### src/rtl/epu_axi_slave_if.sv
// AXI4 slave-port bundle between the interconnect and the EPU front-end.
// The slave modport is the EPU side; master is the interconnect side.
interface epu_axi_slave_if #(
   parameter int ID_BITS   = 8,
   parameter int DATA_BITS = 32
) ();
   logic [ID_BITS-1:0]   AWID;
   logic [31:0]          AWADDR;
   logic [3:0]           AWLEN;
   logic [2:0]           AWSIZE;
   logic [1:0]           AWBURST;
   logic                 AWVALID;
   logic                 AWREADY;
   logic [DATA_BITS-1:0] WDATA;
   logic [3:0]           WSTRB;
   logic                 WLAST;
   logic                 WVALID;
   logic                 WREADY;
   logic [ID_BITS-1:0]   BID;
   logic [1:0]           BRESP;
   logic                 BVALID;
   logic                 BREADY;
   logic [ID_BITS-1:0]   ARID;
   logic [31:0]          ARADDR;
   logic [3:0]           ARLEN;
   logic [2:0]           ARSIZE;
   logic [1:0]           ARBURST;
   logic                 ARVALID;
   logic                 ARREADY;
   logic [ID_BITS-1:0]   RID;
   logic [DATA_BITS-1:0] RDATA;
   logic [1:0]           RRESP;
   logic                 RLAST;
   logic                 RVALID;
   logic                 RREADY;

   modport slave (
      input  AWID, AWADDR, AWLEN, AWSIZE, AWBURST, AWVALID,
      output AWREADY,
      input  WDATA, WSTRB, WLAST, WVALID,
      output WREADY,
      output BID, BRESP, BVALID,
      input  BREADY,
      input  ARID, ARADDR, ARLEN, ARSIZE, ARBURST, ARVALID,
      output ARREADY,
      output RID, RDATA, RRESP, RLAST, RVALID,
      input  RREADY
   );

   modport master (
      output AWID, AWADDR, AWLEN, AWSIZE, AWBURST, AWVALID,
      input  AWREADY,
      output WDATA, WSTRB, WLAST, WVALID,
      input  WREADY,
      input  BID, BRESP, BVALID,
      output BREADY,
      output ARID, ARADDR, ARLEN, ARSIZE, ARBURST, ARVALID,
      input  ARREADY,
      input  RID, RDATA, RRESP, RLAST, RVALID,
      output RREADY
   );
endinterface

### src/rtl/epu_axi_slave.sv
// AXI4 slave front-end for the EPU: serialises one burst at a time
// onto the EPU control bundle and returns read data on R.
module epu_axi_slave #(
   parameter int EPU_ADDR_BITS = 16,
   parameter int DATA_BITS     = 32,
   parameter int ID_BITS       = 8
) (
   input  logic                     ACLK,
   input  logic                     ARESETn,
   epu_axi_slave_if.slave           axi,
   input  logic [DATA_BITS-1:0]     epu_rdata,
   output logic                     OE,
   output logic                     CS,
   output logic                     arhns,
   output logic                     awhns,
   output logic                     whns,
   output logic                     rhns,
   output logic                     rdfin,
   output logic                     wrfin,
   output logic [EPU_ADDR_BITS-1:0] addr,
   output logic [DATA_BITS-1:0]     wdata
);

   typedef enum logic [2:0] {
      IDLE,
      RFETCH,
      RVAL,
      WDATA,
      WRESP
   } state_e;

   state_e                   state_q;
   logic [ID_BITS-1:0]       id_q;
   logic [EPU_ADDR_BITS-1:0] addr_q;
   logic [3:0]               len_q;
   logic [3:0]               cnt_q;
   logic                     err_q;

   logic st_idle;
   logic st_rf;
   logic st_rv;
   logic st_wd;
   logic st_wr;
   logic last;
   logic aw_hs;
   logic ar_hs;
   logic w_hs;
   logic r_hs;
   logic b_hs;
   logic unused_sig;

   assign st_idle = (state_q == IDLE);
   assign st_rf   = (state_q == RFETCH);
   assign st_rv   = (state_q == RVAL);
   assign st_wd   = (state_q == WDATA);
   assign st_wr   = (state_q == WRESP);
   assign last    = (cnt_q == len_q);

   // Ready is gated by reset so the whole bundle reads 0 while held.
   assign axi.AWREADY = st_idle & ARESETn;
   assign axi.ARREADY = st_idle & ARESETn & ~axi.AWVALID;

   assign aw_hs = axi.AWREADY & axi.AWVALID;
   assign ar_hs = axi.ARREADY & axi.ARVALID;
   assign w_hs  = axi.WREADY & axi.WVALID;
   assign r_hs  = axi.RVALID & axi.RREADY;
   assign b_hs  = axi.BVALID & axi.BREADY;

   assign axi.WREADY = st_wd;

   assign axi.RVALID = st_rv;
   assign axi.RDATA  = st_rv ? epu_rdata : '0;
   assign axi.RID    = st_rv ? id_q : '0;
   assign axi.RRESP  = 2'b00;
   assign axi.RLAST  = st_rv & last;

   assign axi.BVALID = st_wr;
   assign axi.BID    = st_wr ? id_q : '0;
   assign axi.BRESP  = (st_wr & err_q) ? 2'b10 : 2'b00;

   assign OE    = st_rf | st_rv;
   assign CS    = ~st_idle | aw_hs | ar_hs;
   assign addr  = (st_rf | st_rv | st_wd) ? addr_q : '0;
   assign wdata = st_wd ? axi.WDATA : '0;

   assign arhns = ar_hs;
   assign awhns = aw_hs;
   assign whns  = w_hs;
   assign rhns  = r_hs;
   assign rdfin = r_hs & last;
   assign wrfin = b_hs;

   // Size, burst type, strobes and upper address bits are not decoded.
   assign unused_sig = ^{axi.AWSIZE, axi.AWBURST, axi.ARSIZE,
                         axi.ARBURST, axi.WSTRB, axi.AWADDR,
                         axi.ARADDR};

   always_ff @(posedge ACLK or negedge ARESETn) begin
      if (!ARESETn) begin
         state_q <= IDLE;
         id_q    <= '0;
         addr_q  <= '0;
         len_q   <= '0;
         cnt_q   <= '0;
         err_q   <= 1'b0;
      end else begin
         unique case (state_q)
            IDLE: begin
               if (aw_hs) begin
                  id_q    <= axi.AWID;
                  addr_q  <= axi.AWADDR[EPU_ADDR_BITS-1:0];
                  len_q   <= axi.AWLEN;
                  cnt_q   <= '0;
                  err_q   <= 1'b0;
                  state_q <= WDATA;
               end else if (ar_hs) begin
                  id_q    <= axi.ARID;
                  addr_q  <= axi.ARADDR[EPU_ADDR_BITS-1:0];
                  len_q   <= axi.ARLEN;
                  cnt_q   <= '0;
                  state_q <= RFETCH;
               end
            end
            RFETCH: state_q <= RVAL;
            RVAL: begin
               if (r_hs) begin
                  if (last) begin
                     state_q <= IDLE;
                  end else begin
                     addr_q  <= addr_q + EPU_ADDR_BITS'(4);
                     cnt_q   <= cnt_q + 4'd1;
                     state_q <= RFETCH;
                  end
               end
            end
            WDATA: begin
               if (w_hs) begin
                  // Beat count ends the burst; a WLAST mismatch is
                  // only reported back as SLVERR.
                  if (axi.WLAST != last) err_q <= 1'b1;
                  if (last) begin
                     state_q <= WRESP;
                  end else begin
                     addr_q <= addr_q + EPU_ADDR_BITS'(4);
                     cnt_q  <= cnt_q + 4'd1;
                  end
               end
            end
            WRESP: begin
               if (b_hs) state_q <= IDLE;
            end
            default: state_q <= IDLE;
         endcase
      end
   end

endmodule

### src/flat_wrapper.sv
// flat-port wrapper written by rule: the top's interface ports become plain ports
module epu_axi_slave_flat 
#(
   parameter int EPU_ADDR_BITS = 16,
   parameter int DATA_BITS     = 32,
   parameter int ID_BITS       = 8
)
  (ACLK, ARESETn, epu_rdata, OE, CS, arhns, awhns, whns, rhns, rdfin, wrfin, addr, wdata, axi_AWID, axi_AWADDR, axi_AWLEN, axi_AWSIZE, axi_AWBURST, axi_AWVALID, axi_AWREADY, axi_WDATA, axi_WSTRB, axi_WLAST, axi_WVALID, axi_WREADY, axi_BID, axi_BRESP, axi_BVALID, axi_BREADY, axi_ARID, axi_ARADDR, axi_ARLEN, axi_ARSIZE, axi_ARBURST, axi_ARVALID, axi_ARREADY, axi_RID, axi_RDATA, axi_RRESP, axi_RLAST, axi_RVALID, axi_RREADY);
  epu_axi_slave_if #(.ID_BITS(ID_BITS), .DATA_BITS(DATA_BITS)) axi_i ();
  input  logic ACLK;
  input  logic ARESETn;
  input  logic [DATA_BITS-1:0] epu_rdata;
  output logic OE;
  output logic CS;
  output logic arhns;
  output logic awhns;
  output logic whns;
  output logic rhns;
  output logic rdfin;
  output logic wrfin;
  output logic [EPU_ADDR_BITS-1:0] addr;
  output logic [DATA_BITS-1:0] wdata;
  input wire logic [$bits(axi_i.AWID)-1:0] axi_AWID;
  input wire logic [$bits(axi_i.AWADDR)-1:0] axi_AWADDR;
  input wire logic [$bits(axi_i.AWLEN)-1:0] axi_AWLEN;
  input wire logic [$bits(axi_i.AWSIZE)-1:0] axi_AWSIZE;
  input wire logic [$bits(axi_i.AWBURST)-1:0] axi_AWBURST;
  input wire logic [$bits(axi_i.AWVALID)-1:0] axi_AWVALID;
  output wire logic [$bits(axi_i.AWREADY)-1:0] axi_AWREADY;
  input wire logic [$bits(axi_i.WDATA)-1:0] axi_WDATA;
  input wire logic [$bits(axi_i.WSTRB)-1:0] axi_WSTRB;
  input wire logic [$bits(axi_i.WLAST)-1:0] axi_WLAST;
  input wire logic [$bits(axi_i.WVALID)-1:0] axi_WVALID;
  output wire logic [$bits(axi_i.WREADY)-1:0] axi_WREADY;
  output wire logic [$bits(axi_i.BID)-1:0] axi_BID;
  output wire logic [$bits(axi_i.BRESP)-1:0] axi_BRESP;
  output wire logic [$bits(axi_i.BVALID)-1:0] axi_BVALID;
  input wire logic [$bits(axi_i.BREADY)-1:0] axi_BREADY;
  input wire logic [$bits(axi_i.ARID)-1:0] axi_ARID;
  input wire logic [$bits(axi_i.ARADDR)-1:0] axi_ARADDR;
  input wire logic [$bits(axi_i.ARLEN)-1:0] axi_ARLEN;
  input wire logic [$bits(axi_i.ARSIZE)-1:0] axi_ARSIZE;
  input wire logic [$bits(axi_i.ARBURST)-1:0] axi_ARBURST;
  input wire logic [$bits(axi_i.ARVALID)-1:0] axi_ARVALID;
  output wire logic [$bits(axi_i.ARREADY)-1:0] axi_ARREADY;
  output wire logic [$bits(axi_i.RID)-1:0] axi_RID;
  output wire logic [$bits(axi_i.RDATA)-1:0] axi_RDATA;
  output wire logic [$bits(axi_i.RRESP)-1:0] axi_RRESP;
  output wire logic [$bits(axi_i.RLAST)-1:0] axi_RLAST;
  output wire logic [$bits(axi_i.RVALID)-1:0] axi_RVALID;
  input wire logic [$bits(axi_i.RREADY)-1:0] axi_RREADY;
  assign axi_i.AWID = axi_AWID;
  assign axi_i.AWADDR = axi_AWADDR;
  assign axi_i.AWLEN = axi_AWLEN;
  assign axi_i.AWSIZE = axi_AWSIZE;
  assign axi_i.AWBURST = axi_AWBURST;
  assign axi_i.AWVALID = axi_AWVALID;
  assign axi_AWREADY = axi_i.AWREADY;
  assign axi_i.WDATA = axi_WDATA;
  assign axi_i.WSTRB = axi_WSTRB;
  assign axi_i.WLAST = axi_WLAST;
  assign axi_i.WVALID = axi_WVALID;
  assign axi_WREADY = axi_i.WREADY;
  assign axi_BID = axi_i.BID;
  assign axi_BRESP = axi_i.BRESP;
  assign axi_BVALID = axi_i.BVALID;
  assign axi_i.BREADY = axi_BREADY;
  assign axi_i.ARID = axi_ARID;
  assign axi_i.ARADDR = axi_ARADDR;
  assign axi_i.ARLEN = axi_ARLEN;
  assign axi_i.ARSIZE = axi_ARSIZE;
  assign axi_i.ARBURST = axi_ARBURST;
  assign axi_i.ARVALID = axi_ARVALID;
  assign axi_ARREADY = axi_i.ARREADY;
  assign axi_RID = axi_i.RID;
  assign axi_RDATA = axi_i.RDATA;
  assign axi_RRESP = axi_i.RRESP;
  assign axi_RLAST = axi_i.RLAST;
  assign axi_RVALID = axi_i.RVALID;
  assign axi_i.RREADY = axi_RREADY;
  epu_axi_slave #(.EPU_ADDR_BITS(EPU_ADDR_BITS), .DATA_BITS(DATA_BITS), .ID_BITS(ID_BITS)) u_core (.ACLK(ACLK), .ARESETn(ARESETn), .axi(axi_i), .epu_rdata(epu_rdata), .OE(OE), .CS(CS), .arhns(arhns), .awhns(awhns), .whns(whns), .rhns(rhns), .rdfin(rdfin), .wrfin(wrfin), .addr(addr), .wdata(wdata));
endmodule
### config.mk
export PLATFORM = sky130hd
export DESIGN_NAME = epu_axi_slave_flat
export DESIGN_NICKNAME = d
export VERILOG_FILES = /design/src/rtl/epu_axi_slave_if.sv /design/src/rtl/epu_axi_slave.sv /design/src/flat_wrapper.sv
export SDC_FILE = /design/constraint.sdc
export NUM_CORES = 1
export LEC_CHECK = 0
export ABC_AREA = 1
export ABC_CLOCK_PERIOD_IN_PS = 2200
export CELL_PAD_IN_SITES_DETAIL_PLACEMENT = 1
export CELL_PAD_IN_SITES_GLOBAL_PLACEMENT = 1
export CORE_AREA = 2 2 113 115
export DETAILED_ROUTE_END_ITERATION = 8
export DIE_AREA = 0 0 115 117
export DONT_BUFFER_PORTS = 1
export GPL_ROUTABILITY_DRIVEN = 0
export GPL_TIMING_DRIVEN = 0
export PLACE_DENSITY_LB_ADDON = 0.25
export SKIP_CTS_REPAIR_TIMING = 1
export SYNTH_ARGS = -nofsm -noshare
export SYNTH_HDL_FRONTEND = slang
export SYNTH_SLANG_ARGS = --single-unit
### constraint.sdc
create_clock -name ACLK -period 2.2 [get_ports ACLK]
set_input_delay 0.33 -clock ACLK [delete_from_list [all_inputs] [get_ports ACLK]]
set_output_delay 0.33 -clock ACLK [all_outputs]
set_load 0.005 [all_outputs]
==> impl_metrics.yaml <==
outcome:
  outcome: "complete, no violations"
yosys:
  avgSynthCellArea_um2: 5.503
  synth-seq-cells: 36
  yosysSeqAreaShare_pct: 27.06
  synth.cell_area_um2: 3329
  synth_edf_count: 0
  synth_warnings: 0
  yosys_most_used_dff: "dfrtp_1"
  async_reset_ff_share_pct: 100.0
  synth_cells: 605
  synth_cell_type_count: 28
detailed_routing:
  route.detailed.drc: 0
  wl_per_cell_um: 15.93
  vias: 3599
  topRoutingLayerUsed: "met4"
  ant_nets: 0
  dr_wl_met3_um: 827
  drt-vias-per-instance: 4.662
  wirelength_um: 12300
  drt_pass1_iterations: 4
  drtIter0Drc: 90
  routed-wl-met2_um: 6041
  wirelength_met1_um: 5241
power:
  finalPower_mw: 5.586
  p_leak_nw: 2.241
  powerDensity_nw_per_um2: 1453
  ir_drop_mv: 0.4313
global_route:
  antenna_found_initial: 0
  grt_pass1_wl_um: 17740
  grt_pass1_vias: 3520
  grt_start_max_net_pins: 40
  grt_usage_pct: 16.96
  grt_overflow: 0
critical_path:
  cp.required_ns: 1.87
  max_stage_delay_ns: 0.45
  end_kind: "output pin"
  crit_type: "reg -> out"
  worst_path_max_delay_cell: "dfrtp_1"
  crit_start: "u_core.state_q[2]"
  r2r_setup_slack_ns: 0.18
  endpoint: "addr[0]"
  cp-start-kind: "flop"
  path_max_fanout: 8
  crit-reg2reg-launch: "u_core.state_q[1]"
  crit_chain: "nor2_4 > inv_1 > nor2_4 > inv_4 > nand2_4 > nor2_4 > buf_4 > nor2_2"
  worstReg2RegEnd: "u_core.len_q[0]"
  arrival_ns: 1.74
  reg2regPathDepth: 8
  path_common_cell: "nor2_4"
worst_hold_path:
  hp-class: "in -> reg"
timing:
  fin_crit_ns: 2.070
  setup_viol: 0
  fmax_ghz: 0.4831
  drv_slew: 0
  rsz0062_at_grt: "true"
  tns_ns: 0
  finalCritPeriodShare_pct: 94.09
  holdWs_ns: 0.2637
  skew_ns: 0.01071
  slew-limit-headroom_pct: 50.16
  worstMarginPinSlew_ns: 0.7476
  hold_viol_final: 0
clocking:
  worstSkewPairLatency_ns: 0.28
  cts_buffers: 5
  cts-root-buf: "clkbuf_16"
  clk_pin_slew_worst_paths_ns: 0.06
  clock_sinks: 36
  clock_path_buffers: 2
  htreeDepth: 2
  cts_tree: "done"
floorplanning:
  num_rows: 41
  dieHeight_um: 117
  initial_core_util_pct: 27.04
  dieWidth_um: 115
  core-area_um2: 12310
  die-area_um2: 13460
  ios: 288
placement:
  post_dp_cell_area_um2: 3525
  dpl.hpwl_um: 9611
  numPortBuffers: 0
layout:
  layout.nets: 797
  design_area_um2: 3845
  antenna_cells: 0
  fillers: 1667
  area_growth_pct: 15.48
  drive_gt1_share_pct: 12.54
  final_util_pct: 31.23
job:
  drv_cap: 0
per-layer routing:
layer  global-route usage [%]  up-vias
met4                    5.301        0
li1                         -     1778
met1                    21.94     1673
met3                    4.171       13
met5                        0        -
met2                    28.04      135
placed cells by master (no fill, tap or decap), drive strengths merged:
cell         synthesis  layout
o21bai               1       1
or2                 15      15
buf                 15      22
clkbuf              11      15
dfrtp               36      36
clkinvlp             0       1
o21ai               36      36
a21oi                2       2
o211ai               1       1
nor3                 2       2
nand3               39      39
conb                 1       3
nand4                3       3
xor2                 2       2
clkinv               0       1
inv                139     139
ha                   2       2
dlygate4sd3          0       1
nor2               133     133
nand2              166     166
xnor2                1       1
bufinv               0       1
cell usage after synthesis, types with 2 or more instances:
| cell type | number | area [um2] |
|---|---|---|
| dfrtp_1 | 36 | 900.9 |
| inv_2 | 3 | 11.26 |
| buf_6 | 2 | 22.52 |
| nor2_4 | 5 | 56.30 |
| ha_1 | 2 | 25.02 |
| nand3_1 | 37 | 185.2 |
| o21ai_1 | 2 | 10.01 |
| a21oi_1 | 2 | 10.01 |
| or2_2 | 15 | 93.84 |
| clkbuf_1 | 11 | 41.29 |
| buf_4 | 3 | 22.52 |
| nand3_2 | 2 | 20.02 |
| nand4_1 | 3 | 18.77 |
| inv_1 | 136 | 510.5 |
| nor2_1 | 124 | 465.5 |
| o21ai_0 | 34 | 170.2 |
| xor2_1 | 2 | 17.52 |
| nand2_1 | 165 | 619.3 |
| buf_2 | 9 | 45.04 |
| nor2_2 | 4 | 25.02 |
worst max-delay path, delay by kind of cell (launching register included):
family	cells	cell delay (ns)
buf+inv	3	0.37
flops	1	0.45
simple gates	5	0.62
layout make-up:
| type | count | area, um2 | share of cell area, % |
|---|---|---|---|
| Sequential cell | 36 | 902.1 | 23.46 |
| Inverter | 139 | 526.8 | 13.70 |
| Multi-Input combinational cell | 406 | 1842 | 47.90 |
| Timing Repair Buffer | 7 | 75.07 | 1.952 |
| Buffer | 26 | 143.9 | 3.742 |
| Tap cell | 150 | 187.7 | 4.881 |
| Clock buffer | 5 | 125.1 | 3.254 |
| Clock inverter | 3 | 42.54 | 1.106 |
power by group:
part / leakage (nW) / internal [mW] / switching [mW]
sequential: 0.452 / 0.977 / 0.272
combinational: 1.71 / 1.09 / 2.41
clock: 0.0798 / 0.533 / 0.308
total: 2.24 / 2.60 / 2.99
sequential cells by signal, indices dropped and copies added, names as in the netlist:
signal / flops
u_core.addr_q: 16
u_core.cnt_q: 4
u_core.err_q: 1
u_core.id_q: 8
u_core.len_q: 4
u_core.state_q: 3
worst min path at each step:
stage,slack [ns],from,cells after the start,end
finish,0.26,axi_BREADY,2,u_core.state_q[2]
global route,0.28,axi_BREADY,2,u_core.state_q[2]
CTS,-0.27,ARESETn,0,u_core.id_q[7]
floorplan,0.03,ARESETn,0,u_core.addr_q[0]
global placement,0.04,ARESETn,0,u_core.addr_q[4]
detailed placement,0.04,ARESETn,0,u_core.addr_q[3]
metrics by stage:
step	setup WS (ns)	cells
floorplan	0.4923	607
detailed placement	-0.08011	757
finish	0.1300	772
CTS	-0.3892	765
global route	-0.002039	772
global placement	-0.03386	757
logic make-up after synthesis:
| group | count (synthesis) | share of synthesized area (%) |
|---|---|---|
| AOI/OAI and AO/OA | 40 | 6.163 |
| DFF | 36 | 27.06 |
| buffers and inverters | 165 | 19.73 |
| and+or+nand+nor | 358 | 45.40 |
| other | 1 | 0.1126 |
| xor gates and xnor gates | 3 | 0.7893 |
| adders and majority gates | 2 | 0.7515 |
Note: power is estimated with default switching activity, not from simulation.
